===== config.mk =====
export PLATFORM = sky130hd
export DESIGN_NAME = cache_mem_arbiter
export DESIGN_NICKNAME = d
export VERILOG_FILES = /design/src/rtl/cache_mem_arbiter.sv
export SDC_FILE = /design/constraint.sdc
export NUM_CORES = 1
export LEC_CHECK = 0
export ABC_AREA = 0
export BUFFER_PORTS_ARGS = -buffer_cell sky130_fd_sc_hd__buf_4
export CORE_AREA = 2 2 538 540
export DETAILED_ROUTE_END_ITERATION = 10
export DIE_AREA = 0 0 540 542
export PLACE_DENSITY = 0.38
export SYNTH_ARGS = -nofsm -noshare
export SYNTH_HDL_FRONTEND = slang
export SYNTH_SLANG_ARGS = --single-unit

===== constraint.sdc =====
create_clock -name clk -period 34.7 [get_ports clk]
set_input_delay 6.94 -clock clk [delete_from_list [all_inputs] [get_ports clk]]
set_output_delay 6.94 -clock clk [all_outputs]
set_load 0.02 [all_outputs]

===== src/rtl/cache_mem_arbiter.sv =====
`default_nettype none
`timescale 1ns/1ps
// ============================================================================
// Module   : cache_mem_arbiter
// Brief    : Round-robin line arbiter sharing one memory port between I$ and D$
// Revision : 1.0 - initial release
// ============================================================================
module cache_mem_arbiter #(
  parameter int LINE_WIDTH  = 256,
  parameter int ADDR_WIDTH  = 32,
  parameter int OFFSET_BITS = 5
) (
  input  logic                  clk,
  input  logic                  rst,
  input  logic                  i_read,
  input  logic [ADDR_WIDTH-1:0] i_address,
  output logic [LINE_WIDTH-1:0] i_rdata,
  output logic                  i_resp,
  input  logic                  d_read,
  input  logic                  d_write,
  input  logic [ADDR_WIDTH-1:0] d_address,
  input  logic [LINE_WIDTH-1:0] d_wdata,
  output logic [LINE_WIDTH-1:0] d_rdata,
  output logic                  d_resp,
  output logic                  pmem_read,
  output logic                  pmem_write,
  output logic [ADDR_WIDTH-1:0] pmem_address,
  output logic [LINE_WIDTH-1:0] pmem_wdata,
  input  logic [LINE_WIDTH-1:0] pmem_rdata,
  input  logic                  pmem_resp
);

  typedef enum logic [2:0] {
    S_IDLE   = 3'd0,
    S_BUSY_I = 3'd1,
    S_BUSY_D = 3'd2,
    S_DONE_I = 3'd3,
    S_DONE_D = 3'd4
  } state_t;

  state_t                r_state;
  logic                  r_last_d;
  logic                  r_op_write;
  logic [ADDR_WIDTH-1:0] r_addr;
  logic [LINE_WIDTH-1:0] r_wdata;

  logic                  w_i_req;
  logic                  w_d_req;
  logic                  w_grant_d;
  logic [ADDR_WIDTH-1:0] w_i_line;
  logic [ADDR_WIDTH-1:0] w_d_line;
  logic                  w_unused;

  assign w_i_req   = i_read;
  assign w_d_req   = d_read | d_write;
  // On a tie the side that did not win last time is served.
  assign w_grant_d = w_d_req & (~w_i_req | ~r_last_d);
  assign w_i_line  = {i_address[ADDR_WIDTH-1:OFFSET_BITS], {OFFSET_BITS{1'b0}}};
  assign w_d_line  = {d_address[ADDR_WIDTH-1:OFFSET_BITS], {OFFSET_BITS{1'b0}}};
  assign w_unused  = ^{i_address[OFFSET_BITS-1:0], d_address[OFFSET_BITS-1:0]};

  assign pmem_address = r_addr;
  assign pmem_wdata   = r_wdata;

  always_ff @(posedge clk or posedge rst) begin
    if (rst) begin
      r_state    <= S_IDLE;
      r_last_d   <= 1'b0;
      r_op_write <= 1'b0;
      r_addr     <= '0;
      r_wdata    <= '0;
      pmem_read  <= 1'b0;
      pmem_write <= 1'b0;
      i_resp     <= 1'b0;
      d_resp     <= 1'b0;
      i_rdata    <= '0;
      d_rdata    <= '0;
    end else begin
      unique case (r_state)
        S_IDLE: begin
          if (w_grant_d) begin
            r_state    <= S_BUSY_D;
            r_last_d   <= 1'b1;
            r_addr     <= w_d_line;
            r_wdata    <= d_wdata;
            r_op_write <= d_write;
            pmem_read  <= ~d_write;
            pmem_write <= d_write;
          end else if (w_i_req) begin
            r_state    <= S_BUSY_I;
            r_last_d   <= 1'b0;
            r_addr     <= w_i_line;
            r_op_write <= 1'b0;
            pmem_read  <= 1'b1;
            pmem_write <= 1'b0;
          end
        end
        S_BUSY_I, S_BUSY_D: begin
          if (pmem_resp) begin
            pmem_read  <= 1'b0;
            pmem_write <= 1'b0;
            if (r_state == S_BUSY_I) begin
              r_state <= S_DONE_I;
              i_resp  <= 1'b1;
              if (!r_op_write) i_rdata <= pmem_rdata;
            end else begin
              r_state <= S_DONE_D;
              d_resp  <= 1'b1;
              if (!r_op_write) d_rdata <= pmem_rdata;
            end
          end
        end
        S_DONE_I, S_DONE_D: begin
          i_resp  <= 1'b0;
          d_resp  <= 1'b0;
          r_state <= S_IDLE;
        end
        default: r_state <= S_IDLE;
      endcase
    end
  end

endmodule
`default_nettype wire

==> run metrics <==
clock sink count 804; dominant cell type by area after synthesis dfrtp_1; gr ovfl total 0; Layout Nets 3760; pin count of the biggest net entering global routing 137; final setup fails 0; Cell variety after synth 32; Placer Congestion 0.868; TritonCTS clock tree yes; Final Non-Filler Cells 7079; cell area after synthesis 0.0313 mm²; most frequent cells in the layout 1396 x buf_4, 804 x dfrtp_1, 594 x mux2_2; fraction of registers with async set/reset 100%; Mapped Cells 1763; post-route ant nets 0; Clock Latency Late Sink 0.82 ns; DRC 0; syn_area_per_cell 17.8 µm²; critical path type input pin to flip-flop; Fillers 31600; r2r startpoint r_state[0]$_DFFE_PP0P_; worst hold path class flip-flop to flip-flop; Hold Path Sink d_rdata[65]$_DFFE_PP0P_; r2r endpoint d_rdata[76]$_DFFE_PP0P_; CP Launch Type input pin; Placed Instance Area 0.0458 mm²; setup bufs post-CTS 0; vias per cell 3.11; top-area cell type share of the netlist area 64.2%; num ports 1386; critical path required time 35.38 ns; final hold vios 0; clk buf depth 4; CP Max Fanout 49; DRT iter0 DRCs 977; PortBufs 1370; design area 0.0494 mm²; router iterations before antenna repair 5; initial antenna violation count 180; Syn. warnings 0; core region area 0.287 mm²; via count 22000; final period utilization 28.6%; post_cts resized 0; cts hold-fix bufs 0; RSZ-0062 raised after global routing false; total track usage 12.8%; met3 wire length 29.2 mm; Worst EP arrival 10.61 ns; Leak 0.0226 µW; nature of the critical path endpoint flip-flop; Post-synth EDFFs 0; Metal-1 WL 66.7 mm; status complete, no violations; drt wl/cell 27.3 µm; Clock Pin Slew Worst Setup and Hold Paths 0.05 ns; post-DP HPWL 161 mm; die footprint 0.293 mm²; R2R cell count 6; Seq. cell area 0.0201 mm²; vias in the first global route 23300; slew margin rel. 30.2%; hold_sp d_rdata[65]$_DFFE_PP0P_; Hold Crit Depth 1; CTS buffer count 110; power per cell area 113 mW/mm²; met2 routed wirelength 90.6 mm; die height 542 µm; Final Skew 0.0360 ns; synth top area cells dfrtp_1 64%, mux2_2 21%, mux2_4 11%; setup TNS 0 ns; Peak Freq 101 MHz; Area growth syn-to-layout 57.7%; slew of the pin with the lowest slew margin 1.05 ns; placed cell count 6847; multi-input logic area 0.0104 mm²; Die W 540 µm; layout cells sized above 1 73.3%; Pins Over Slew Limit 0; #FFs+latches synth 804; clock root cell clkbuf_16; first-pass GRT wire length 247 mm; highest routed layer met5; CTS H-tree depth 3; post-synthesis sequential area ratio 64.2%; # rows 197; min Tclk post-route 9.93 ns; Peak supply drop 51.2 µV; starting density of the core 10.9%; Main synth FF type dfrtp_1; commonest non-fill, non-tap cell in the layout buf_4; FF-to-FF setup slack 30.41 ns; WL final 193 mm; max cap viols 0
-- routing by layer --
metal  GRT usage, %  vias to the layer above
li1               -                     9151
met1           12.9                    11100
met2           21.0                     1167
met3           9.11                      426
met4           3.41                      196
met5              0                        -
-- worst max-delay path, cell delays in order --
cell and delay (ns):
buf_4 0.12, and4bb_2 0.24, nor2b_4 0.56, buf_4 0.65
buf_4 0.74, buf_4 0.72, mux2_2 0.42
-- cells in the mapped netlist (2+ instances only) --
cell type and number:
nand2_1 4, nor3_1 2, inv_1 3, buf_12 22, a21oi_1 3, clkbuf_1 8, mux2_4 229, buf_6 6
buf_2 58, o21ai_0 5, a211oi_1 2, dfrtp_1 804, buf_4 5, mux2_2 594
-- stage by stage --
step	total power, µW	util, %	worst slack (ns)	hold WS, ns
5_1_grt	5850	17.2	24.59	0.516
3_3_place_gp	4520	16.0	23.86	0.492
4_1_cts	5720	17.2	24.79	0.508
3_5_place_dp	4530	16.0	23.86	0.492
2_1_floorplan	3160	-	5.18	0.501
6_report	5580	17.2	24.77	0.503
-- how the worst max path moves through the flow --
stage                                         end  slack (ns)  startpoint
after floorplan            d_rdata[0]$_DFFE_PP0P_        5.18         rst
after global placement    d_rdata[58]$_DFFE_PP0P_       23.86   pmem_resp
after detailed placement  d_rdata[63]$_DFFE_PP0P_       23.86   pmem_resp
after CTS                 d_rdata[76]$_DFFE_PP0P_       24.79   pmem_resp
after global routing      d_rdata[76]$_DFFE_PP0P_       24.59   pmem_resp
final                     d_rdata[76]$_DFFE_PP0P_       24.77   pmem_resp
-- cell families after synthesis --
group	count (synthesis)	synth area share, %
other	1	0.0120
multiplexers	823	32.3
AND/OR/NAND/NOR	15	0.288
buffers and inverters	103	2.81
XOR/XNOR	1	0.0280
flip-flops	804	64.2
AO/OA/AOI/OAI	16	0.331
-- cell type report --
cell class              instances  area share (%)
diodes                         41           0.208
flip-flops and latches        804            40.7
clock inverters                28           0.643
clock buffers                 163            6.49
inverters                       3          0.0380
repair buffers               1399            21.3
multi-input cells             860            21.0
well taps                    3781            9.58
-- sequential cells by signal, indices dropped and copies added (netlist names) --
name / cells
pmem_read: 1
d_resp: 1
r_op_write: 1
i_resp: 1
pmem_write: 1
r_state: 3
d_rdata: 256
i_rdata: 256
pmem_wdata: 256
r_last_d: 1
pmem_address: 27
-- power breakdown --
part           switching, µW  internal (µW)
clock                    459            677
combinational           1470           1260
sequential               294           1420
total                   2230           3360
(Power assumes the default switching activity.)
